### config.mk
export PLATFORM = sky130hd
export DESIGN_NAME = param_stack_flat
export DESIGN_NICKNAME = d
export VERILOG_FILES = /design/src/rtl/param_stack_if.sv /design/src/rtl/param_stack.sv /design/src/flat_wrapper.sv
export SDC_FILE = /design/constraint.sdc
export NUM_CORES = 1
export LEC_CHECK = 0
export ABC_AREA = 1
export CAP_MARGIN = 25
export CELL_PAD_IN_SITES_DETAIL_PLACEMENT = 1
export CELL_PAD_IN_SITES_GLOBAL_PLACEMENT = 1
export CORE_MARGIN = 10
export CORE_UTILIZATION = 35
export DETAILED_ROUTE_END_ITERATION = 8
export PLACE_DENSITY = 0.6
export SLEW_MARGIN = 20
export SYNTH_ARGS = -nofsm -noshare
export SYNTH_HDL_FRONTEND = slang
export SYNTH_SLANG_ARGS = --single-unit
### constraint.sdc
create_clock -name clk -period 6.34 [get_ports clk]
set_input_delay 0.634 -clock clk [delete_from_list [all_inputs] [get_ports clk]]
set_output_delay 0.634 -clock clk [all_outputs]
set_load 0.05 [all_outputs]
### src/rtl/param_stack_if.sv
// Handshake/data bundle between a LIFO stack and its user.
// The master drives the commands and the slave (the stack) drives the status.
interface param_stack_if #(
    parameter int DEPTH = 16,
    parameter int WIDTH = 8
);
    localparam int CW = $clog2(DEPTH) + 1;

    logic             clear;
    logic             push;
    logic             pop;
    logic [WIDTH-1:0] din;
    logic [WIDTH-1:0] dout;
    logic             dout_valid;
    logic [WIDTH-1:0] top;
    logic [CW-1:0]    count;
    logic             empty;
    logic             full;
    logic             almost_full;
    logic             overflow;
    logic             underflow;

    modport master (
        output clear, push, pop, din,
        input  dout, dout_valid, top, count, empty, full, almost_full, overflow, underflow
    );

    modport slave (
        input  clear, push, pop, din,
        output dout, dout_valid, top, count, empty, full, almost_full, overflow, underflow
    );
endinterface

### src/rtl/param_stack.sv
// Parametrised LIFO stack with simultaneous push+pop, registered pop data,
// combinational peek, occupancy flags and sticky overflow/underflow errors.
module param_stack #(
    parameter int DEPTH     = 16,
    parameter int WIDTH     = 8,
    parameter int AF_THRESH = DEPTH - 2
) (
    input  logic          clk,
    input  logic          rstn,
    param_stack_if.slave  bus
);
    localparam int AW = $clog2(DEPTH);
    localparam int CW = AW + 1;
    localparam logic [CW-1:0] ZERO_C  = {CW{1'b0}};
    localparam logic [CW-1:0] ONE_C   = {{(CW-1){1'b0}}, 1'b1};
    localparam logic [CW-1:0] DEPTH_C = CW'(DEPTH);
    localparam logic [CW-1:0] AF_C    = CW'(AF_THRESH);

    logic [WIDTH-1:0] mem_r [DEPTH];
    logic [CW-1:0]    count_r;
    logic [WIDTH-1:0] dout_r;
    logic             dout_valid_r;
    logic             overflow_r;
    logic             underflow_r;

    logic [CW-1:0]    count_nxt_s;
    logic [CW-1:0]    count_m1_s;
    logic [WIDTH-1:0] dout_nxt_s;
    logic             dout_valid_nxt_s;
    logic             overflow_nxt_s;
    logic             underflow_nxt_s;
    logic             mem_we_s;
    logic [AW-1:0]    mem_addr_s;
    logic [AW-1:0]    top_addr_s;
    logic             empty_s;
    logic             full_s;

    // Occupancy decodes; the top index is only meaningful when not empty.
    assign empty_s    = (count_r == ZERO_C);
    assign full_s     = (count_r == DEPTH_C);
    assign count_m1_s = count_r - ONE_C;
    assign top_addr_s = count_m1_s[AW-1:0];

    // Per-cycle command decode in priority order: clear, push, pop, push+pop, hold.
    always_comb begin
        count_nxt_s      = count_r;
        dout_nxt_s       = dout_r;
        dout_valid_nxt_s = 1'b0;
        overflow_nxt_s   = overflow_r;
        underflow_nxt_s  = underflow_r;
        mem_we_s         = 1'b0;
        mem_addr_s       = top_addr_s;
        if (bus.clear) begin
            count_nxt_s     = ZERO_C;
            overflow_nxt_s  = 1'b0;
            underflow_nxt_s = 1'b0;
        end else if (bus.push && !bus.pop) begin
            if (!full_s) begin
                mem_we_s    = 1'b1;
                mem_addr_s  = count_r[AW-1:0];
                count_nxt_s = count_r + ONE_C;
            end else begin
                overflow_nxt_s = 1'b1;
            end
        end else if (bus.pop && !bus.push) begin
            if (!empty_s) begin
                dout_nxt_s       = mem_r[top_addr_s];
                dout_valid_nxt_s = 1'b1;
                count_nxt_s      = count_m1_s;
            end else begin
                underflow_nxt_s = 1'b1;
            end
        end else if (bus.push && bus.pop) begin
            // Replace the top in place; on an empty stack the word passes straight through.
            if (!empty_s) begin
                dout_nxt_s = mem_r[top_addr_s];
                mem_we_s   = 1'b1;
            end else begin
                dout_nxt_s = bus.din;
            end
            dout_valid_nxt_s = 1'b1;
        end else begin
            count_nxt_s = count_r;
        end
    end

    // Control and output registers.
    always_ff @(posedge clk or negedge rstn) begin
        if (!rstn) begin
            count_r      <= ZERO_C;
            dout_r       <= {WIDTH{1'b0}};
            dout_valid_r <= 1'b0;
            overflow_r   <= 1'b0;
            underflow_r  <= 1'b0;
        end else begin
            count_r      <= count_nxt_s;
            dout_r       <= dout_nxt_s;
            dout_valid_r <= dout_valid_nxt_s;
            overflow_r   <= overflow_nxt_s;
            underflow_r  <= underflow_nxt_s;
        end
    end

    // Storage array; left unreset since entries above count are never observed.
    always_ff @(posedge clk) begin
        if (mem_we_s && rstn) begin
            mem_r[mem_addr_s] <= bus.din;
        end
    end

    assign bus.count       = count_r;
    assign bus.dout        = dout_r;
    assign bus.dout_valid  = dout_valid_r;
    assign bus.overflow    = overflow_r;
    assign bus.underflow   = underflow_r;
    assign bus.empty       = empty_s;
    assign bus.full        = full_s;
    assign bus.almost_full = (count_r >= AF_C);
    assign bus.top         = empty_s ? {WIDTH{1'b0}} : mem_r[top_addr_s];
endmodule

### src/flat_wrapper.sv
// flat-port wrapper written by rule: the top's interface ports become plain ports
module param_stack_flat 
#(
    parameter int DEPTH     = 16,
    parameter int WIDTH     = 8,
    parameter int AF_THRESH = DEPTH - 2
)
  (clk, rstn, bus_clear, bus_push, bus_pop, bus_din, bus_dout, bus_dout_valid, bus_top, bus_count, bus_empty, bus_full, bus_almost_full, bus_overflow, bus_underflow);
  param_stack_if #(.DEPTH(DEPTH), .WIDTH(WIDTH)) bus_i ();
  input  logic clk;
  input  logic rstn;
  input wire logic [$bits(bus_i.clear)-1:0] bus_clear;
  input wire logic [$bits(bus_i.push)-1:0] bus_push;
  input wire logic [$bits(bus_i.pop)-1:0] bus_pop;
  input wire logic [$bits(bus_i.din)-1:0] bus_din;
  output wire logic [$bits(bus_i.dout)-1:0] bus_dout;
  output wire logic [$bits(bus_i.dout_valid)-1:0] bus_dout_valid;
  output wire logic [$bits(bus_i.top)-1:0] bus_top;
  output wire logic [$bits(bus_i.count)-1:0] bus_count;
  output wire logic [$bits(bus_i.empty)-1:0] bus_empty;
  output wire logic [$bits(bus_i.full)-1:0] bus_full;
  output wire logic [$bits(bus_i.almost_full)-1:0] bus_almost_full;
  output wire logic [$bits(bus_i.overflow)-1:0] bus_overflow;
  output wire logic [$bits(bus_i.underflow)-1:0] bus_underflow;
  assign bus_i.clear = bus_clear;
  assign bus_i.push = bus_push;
  assign bus_i.pop = bus_pop;
  assign bus_i.din = bus_din;
  assign bus_dout = bus_i.dout;
  assign bus_dout_valid = bus_i.dout_valid;
  assign bus_top = bus_i.top;
  assign bus_count = bus_i.count;
  assign bus_empty = bus_i.empty;
  assign bus_full = bus_i.full;
  assign bus_almost_full = bus_i.almost_full;
  assign bus_overflow = bus_i.overflow;
  assign bus_underflow = bus_i.underflow;
  param_stack #(.DEPTH(DEPTH), .WIDTH(WIDTH), .AF_THRESH(AF_THRESH)) u_core (.clk(clk), .rstn(rstn), .bus(bus_i));
endmodule
=== Word level (Yosys, flattened, before mapping) ===
Memory sizes are Yosys's and may differ from the RTL's.
Index checks and enable logic that the tools add are counted.

* Add/subtract/negate cells: 2
* Magnitude comparators: 1
* Equality and inequality tests: 5
* Muxes and demuxes: 32
* Bitwise logic cells: 2
* Reductions and logical operators: 17

{| class="wikitable"
|+ Operators with widths
! operator !! number
|-
| 8-bit 2-to-1 mux || 5
|-
| 5-bit 2-to-1 mux || 5
|-
| 1-bit 2-to-1 mux || 19
|-
| 4-bit 2-to-1 mux || 3
|-
| 2-bit nonzero test || 5
|-
| 3-bit != test (second input constant) || 2
|-
| 3-bit AND reduction || 2
|-
| 5-bit by 1-bit adder with 5-bit output (second input constant) || 1
|-
| 5-bit == test (second input constant) || 1
|-
| 5-bit by 4-bit greater-or-equal comparator with 1-bit output (second input constant) || 1
|-
| 5-bit zero test || 1
|-
| 5-bit by 1-bit subtractor with 5-bit output (second input constant) || 1
|-
| 1-bit logical AND || 4
|-
| 2-bit != test (second input constant) || 2
|-
| 4-bit AND reduction || 1
|-
| 3-bit nonzero test || 1
|-
| 1-bit zero test || 2
|-
| 1-bit NOT || 2
|-
| 2-bit AND reduction || 1
|}

* Bits in registers: 16
* Memory bits (writable): 128
* Input port bits: 13
* Word-level logic and storage cells: 65
* Memories kept: 1

{| class="wikitable"
|+ Memory list
! name !! depth !! bits a word !! read ports !! clocked after memory_dff !! write ports !! RTL line !! source
|-
| u_core.mem_r || 16 || 8 || 1 || 0 || 1 || param_stack.sv:19 || <nowiki>logic [WIDTH-1:0] mem_r [DEPTH];</nowiki>
|}

=== Depth between registers and ports, before layout ===
Gate-level depths: netlist of run 1.

* Depth after elaboration: 9
* Mapped depth: 13
* Mapped depth without buffers: 10

=== Least setup slack after synthesis of run 1 ===
Ideal clock, no wire load.

* Kind: register to output
* From: reg u_core.count_r[0], in the netlist u_core.bus.count[0]
* To: out bus_top[6]
* Arrival time: 3.021 ns
* Data required time: 5.706 ns
* Slack: 2.685 ns
* Cell stages (with the launch flop): 12
* Cell sequence: dfrtp_1 inv_2 buf_2 buf_4 ha_1 buf_2 inv_2 clkbuf_1 nand3_1 nand3_1 nand3_2 a21oi_1

* Word-level cells in the longest chain between the ends: 3

{| class="wikitable"
|+ RTL lines
! element !! RTL line !! source
|-
| from (decl) || param_stack.sv:20 || <nowiki>logic [CW-1:0] count_r;</nowiki>
|-
| from (signal assigned) || param_stack.sv:96 || <nowiki>count_r <= count_nxt_s;</nowiki>
|-
| 5-bit by 1-bit subtractor with 5-bit output || param_stack.sv:41 || <nowiki>assign count_m1_s = count_r - ONE_C;</nowiki>
|-
| memory 16 x 8 bit || - ||
|-
| 8-bit 2-to-1 mux (*) || param_stack.sv:119 || <nowiki>assign bus.top = empty_s ? {WIDTH{1'b0}} : mem_r[top_addr_s];</nowiki>
|-
| to (decl) || flat_wrapper.sv:18 || <nowiki>output wire logic [$bits(bus_i.top)-1:0] bus_top;</nowiki>
|}

Every way passes the cells marked *; elsewhere a longest branch is shown, timed or not.

=== Worst setup path in the final report of run 1 ===
* From: reg u_core.count_r[1], in the netlist u_core.bus.count[1]
* To: out bus_top[0]

The elaborated chain is that of the path after synthesis.

==> results_dict.tcl, run 1 <==
set metrics [dict create \
    synth-seq-cells 144 \
    highest-signal-layer "met4" \
    cts_root_buffer "clkbuf_16" \
    pwr_density_cell_mw_per_mm2 504.5 \
    drt_iter0_drc 327 \
    maxCapViolCount 0 \
    io_buffers 39 \
    cts_hold_buf 0 \
    ys.flop_type "edfxtp_1" \
    row_count 51 \
    ys_async_sr_fraction_pct 11.11 \
    yosysTopAreaCell "edfxtp_1" \
    tightest_slew_ns 0.9509 \
    critical_path.max_fanout 33 \
    cpPeakStageDelay_ns 0.84 \
    start_util_pct 35.38 \
    avgRoutedWirePerCell_um 19.46 \
    hold_viol 0 \
    placed_area_mm2 0.007452 \
    cp-start-kind "flop" \
    netlist_area_mm2 0.006842 \
    yosysSeqAreaShare_pct 62.03 \
    drt-total-wl_mm 19.48 \
    stdcell_area_mm2 0.008044 \
    slew_viol_final 0 \
    crit_type "flop to output pin" \
    synth-edff-count 128 \
    min_period_ns 4.448 \
    critPathArrivalTime_ns 3.81 \
    setup_total_negative_slack_ns 0 \
    slew_headroom_pct 36.30 \
    fp.dieArea_mm2 0.02554 \
    tritoncts "done" \
    crit_slowest_cell "clkdlybuf4s50_1" \
    rrSetupSlack_ns 2.82 \
    met3_length_mm 1.084 \
    grt_remaining_overflow 0 \
    drt_first_pass_iters 4 \
    met2_length_mm 9.060 \
    syn_nets 705 \
    vias_per_cell 4.744 \
    cts_sinks 144 \
    drc 0 \
    area_delta_synth_final_pct 17.57 \
    synth.most_common_cell "nand2_1" \
    grt_use_total_pct 15.56 \
    place_congestion 0.8210 \
    yosys.area.top_type_share_pct 56.18 \
    holdCritPathClass "flop to flop" \
    synthTopCellsByArea "edfxtp_1 56%, nand2_1 11%, nand3_1 6.7%" \
    die_y_um 159.8 \
    grt_max_degree 72 \
    htree_levels 4 \
    worstPathRequired_ns 5.71 \
    cts_buffers 17 \
    vias 4749 \
    avgSynthCellArea_um2 9.944 \
    wl_met1_mm 9.176 \
    clk_pin_slew_ns 0.07 \
    max_freq_mhz 224.8 \
    cts-resized-gates 0 \
    final_nets 741 \
    peakVddDrop_uv 195.8 \
    hpwl_mm 12.98 \
    post-cts-setup-buffer-count 0 \
    fillerInstances 2191 \
    ios 40 \
    fin_skew_ns 0.01542 \
    rsz0062_at_grt "no" \
    core_area_mm2 0.01933 \
    clockBufferDepth 2 \
    ys_warn_count 0 \
    fin_crit_sh_pct 70.15 \
    final_layout_size_suffix_gt1_share_pct 12.09 \
    antenna_found_initial 0 \
    crit_top_cell "nand3_2" \
    synth_cells 688 \
    synth_commonest_cells "205 x nand2_1, 128 x edfxtp_1, 102 x inv_1" \
    cp-end-kind "output pin" \
    final_util_pct 41.60 \
    cp_top_family "buffers and inverters" \
    power.leakage_nw 3.391 \
    grt_pass1_vias 4962 \
    crit_buf_inv 3 \
    status "complete, no violations" \
    finalSetupViolCount 0 \
    die_w_um 159.8 \
    antenna_cells 0 \
    yosysUniqueCellTypes 36 \
    crit_chain "inv_1 -> ha_1 -> inv_2 -> nand2_1 -> nand3_2 -> nand3_2 -> a21oi_1 -> clkdlybuf4s50_1" \
    detail-route-antenna-nets 0 \
    grt_pass1_wl_mm 30.17 \
    clock_latency_ns 0.44 \
]
## placed cells by master (no fill, tap or decap), types with 2 or more instances in the layout
cell type and n:
dfrtp_1 15, bufinv_16 3, inv_6 2, nand2_2 3, nand3_2 19, buf_4 4, clkdlybuf4s50_1 39, o21ai_1 6
nand3_4 3, xor2_4 2, edfxtp_1 128, clkbuf_16 17, nand2_4 4, nand3_1 92, inv_2 12, clkinv_2 3
nor2_2 2, a21oi_1 9, clkinv_4 3, ha_1 4, inv_4 2, inv_1 102, nor2_1 37, clkinvlp_4 3
o21ai_2 2, nor2_4 2, nand2_1 205
## final cells by class
type                       instances  area (µm²)  share of cell area [%]
clock buffer                      17       425.4                   5.289
tap                              265       331.6                   4.122
multi-input combinational        401        2006                   24.93
sequential                       144        4245                   52.78
timing repair buffer              43       420.4                   5.226
clock inverter                    14       166.4                   2.069
inverter                         117       449.2                   5.584
## routing by layer
layer	track usage, %	vias up
met3	2.725	9
met1	21.98	2351
met2	23.32	95
met5	0	-
li1	-	2294
met4	5.843	0
## final timing paths
path	from	end	cells after the start
max reg2reg	u_core.bus.count[0]	u_core.mem_r[11][0]	8
min in group asynchronous	rstn	u_core.bus.dout[4]	2
min	u_core.bus.dout[7]	u_core.bus.dout[7]	2
max	u_core.bus.count[1]	bus_top[0]	8
min reg2reg	u_core.bus.dout[7]	u_core.bus.dout[7]	2
max in group asynchronous	rstn	u_core.bus.count[0]	2
## registers in the layout, summed over array words and instances (netlist names)
| register | count |
|---|---|
| u_core.bus.overflow | 1 |
| u_core.bus.dout_valid | 1 |
| u_core.mem_r | 128 |
| u_core.bus.underflow | 1 |
| u_core.bus.dout | 8 |
| u_core.bus.count | 5 |
## stage by stage
| stage | std cells | hold WS (ns) | setup slack [ns] | total power [mW] |
|---|---|---|---|---|
| detailed placement | 970 | 0.4709 | 2.348 | 3.069 |
| CTS | 1001 | 0.4889 | 1.851 | 4.099 |
| global placement | 970 | 0.4667 | 2.378 | 3.053 |
| finish | 1001 | 0.4863 | 1.892 | 4.058 |
| global route | 1001 | 0.5105 | 1.632 | 4.267 |
| floorplan | 688 | 0.3384 | 2.685 | 2.460 |
## power by group
part | internal [mW] | total (mW) | switching [mW] | leakage, nW
sequential | 1.09 | 1.14 | 0.0502 | 1.35
combinational | 0.536 | 1.90 | 1.36 | 1.75
clock | 0.615 | 1.02 | 0.404 | 0.283
## kinds of logic after synthesis
group / after synthesis / share of synthesized area [%]
xor+xnor: 4 / 1.170
buf+inv: 143 / 8.650
flops: 144 / 62.03
simple gates: 370 / 25.46
compound gates: 23 / 1.957
fa+ha+maj: 4 / 0.7316
## tightest hold or removal path, delay by kind of cell (launching register included)
family / cells / cell delay [ns]
flip-flops: 1 / 0.35
AND/OR/NAND/NOR: 2 / 0.11
Power figures use the tool's default switching activity.
==> run 2, diff against run 1 <==
PLACE_DENSITY = 0.63   (was 0.6)
clock period = 3.9 ns   (was 6.34 ns; I/O delays follow)
==> run 2 against run 1 <==
Net effect: critical path depth grew 1; wire length decreased by 2.9%; first-iteration DRC count fell by 14%; critical path type unchanged.
==> results_dict.tcl, run 2 (synthesized netlist as in run 1, its figures left out) <==
set metrics [dict create \
    drt_first_pass_iters 4 \
    power.leakage_nw 3.450 \
    clockBufferDepth 2 \
    crit_chain "inv_2 -> ha_1 -> inv_2 -> buf_4 -> nand2_1 -> nand3_1 -> nand3_1 -> a21oi_1 -> buf_12" \
    drt-total-wl_mm 18.91 \
    finalSetupViolCount 0 \
    slew_viol_final 0 \
    slew_headroom_pct 35.65 \
    placed_area_mm2 0.007570 \
    crit_slowest_cell "dfrtp_2" \
    vias_per_cell 4.764 \
    final_common_cell "nand2_1" \
    cts-resized-gates 0 \
    grt_pass1_vias 5050 \
    grt_use_total_pct 15.01 \
    min_period_ns 3.399 \
    largest_reg_flops 128 \
    die_w_um 159.8 \
    status "complete, no violations" \
    cpPeakStageDelay_ns 0.41 \
    area_delta_synth_final_pct 19.22 \
    seqPwrFrac_pct 26.9 \
    stdcell_area_mm2 0.008157 \
    holdCritPathClass "primary input to async pin" \
    clk_pin_slew_ns 0.06 \
    comb_power_share_pct 49.6 \
    start_util_pct 35.38 \
    rsz0062_at_grt "no" \
    grt_max_degree 68 \
    cts_hold_buf 0 \
    clock_latency_ns 0.43 \
    grt_remaining_overflow 0 \
    max_freq_mhz 294.2 \
    core_area_mm2 0.01933 \
    crit_buf_inv 4 \
    cts_root_buffer "clkbuf_16" \
    fin_crit_sh_pct 87.15 \
    tritoncts "done" \
    drt_iter0_drc 281 \
    cp-end-kind "output pin" \
    p_clk_share_pct 23.5 \
    place_congestion 0.7927 \
    die_y_um 159.8 \
    hpwl_mm 12.50 \
    cts_sinks 144 \
    grt_pass1_wl_mm 29.37 \
    io_buffers 39 \
    drc 0 \
    final_nets 746 \
    regMostFlops "u_core.mem_r" \
    maxCapViolCount 0 \
    antenna_found_initial 1 \
    detail-route-antenna-nets 0 \
    hold_viol 0 \
    tightest_slew_ns 0.9622 \
    sw_frac_of_total_pct 44.21 \
    row_count 51 \
    final_layout_size_suffix_gt1_share_pct 13.75 \
    dp.cells 975 \
    cp-start-kind "flop" \
    setup_total_negative_slack_ns 0 \
    peakVddDrop_uv 370.8 \
    critPathArrivalTime_ns 3.01 \
    post-cts-setup-buffer-count 0 \
    critical_path.max_fanout 26 \
    cts_buffers 17 \
    avgRoutedWirePerCell_um 18.78 \
    instances_no_fill 1007 \
    power_switching_mw 3.048 \
    fin_skew_ns 0.007372 \
    crit_type "flop to output pin" \
    ios 40 \
    fp.dieArea_mm2 0.02554 \
    htree_levels 4 \
    vias 4797 \
    worstPathRequired_ns 3.51 \
    p_int_mw 3.847 \
    final_cell_mix "205 x nand2_1, 128 x edfxtp_1, 102 x inv_1, 92 x nand3_1, 37 x nor2_1" \
    pwr_density_cell_mw_per_mm2 845.3 \
    antenna_cells 0 \
    cp_top_family "buffers and inverters" \
]
run 2: final timing paths:
path | slack, ns | to | startpoint | cells after the start
min | 0.29 | u_core.bus.dout[1] | rstn | 2
min reg2reg | 0.48 | u_core.bus.dout[0] | u_core.bus.dout[0] | 2
max reg2reg | 0.90 | u_core.mem_r[0][6] | u_core.bus.count[0] | 8
max | 0.50 | bus_top[2] | u_core.bus.count[0] | 9
max in group asynchronous | 3.39 | u_core.bus.count[0] | rstn | 2
min in group clk | 0.48 | u_core.bus.dout[0] | u_core.bus.dout[0] | 2
run 2: layout make-up:
class,instances,area (µm²)
Fill cell,2161,11180
Sequential cell,144,4245
Multi-Input combinational cell,401,2006
Timing Repair Buffer,48,538.0
Inverter,117,449.2
Clock buffer,17,425.4
Tap cell,265,331.6
Clock inverter,15,161.4
run 2: metal layers:
metal / share of wire (%) / wire length [µm] / global-route usage, %
met1: 44 / 8227 / 18.09
met2: 51 / 9552 / 25.87
met3: 4.0 / 750 / 2.905
met4: 2.0 / 382 / 5.927
met5: 0 / 0 / 0
run 2: power by group through the flow:
stage               clock network (mW)  logic, mW  registers (mW)
floorplan                            0       1.93            2.07
global placement                     0       3.39            1.89
detailed placement                   0       3.43            1.89
CTS                               1.65       3.45            1.86
global route                      1.72       3.64            1.87
finish                            1.62       3.42            1.86
run 2: worst register-to-register path: cells and delay by family (launching register included):
kind / cells / cell delay (ns)
adder cells (fa/ha/maj): 1 / 0.42
buffers and inverters: 2 / 0.62
flip-flops: 1 / 0.41
AO/OA/AOI/OAI: 1 / 0.11
XOR/XNOR: 1 / 0.14
AND/OR/NAND/NOR: 3 / 0.91
run 2: through the flow:
| stage | hold WS (ns) | util (%) | setup WS (ns) | power (mW) |
|---|---|---|---|---|
| 6_report | 0.2908 | 42.19 | 0.5011 | 6.895 |
| 5_1_grt | 0.3007 | 42.19 | 0.3170 | 7.226 |
| 4_1_cts | 0.2857 | 42.19 | 0.4908 | 6.954 |
| 3_5_place_dp | 0.4696 | 39.15 | 0.8868 | 5.325 |
| 3_3_place_gp | 0.4688 | 39.15 | 0.9860 | 5.280 |
| 2_1_floorplan | 0.09441 | - | 0.4885 | 3.999 |
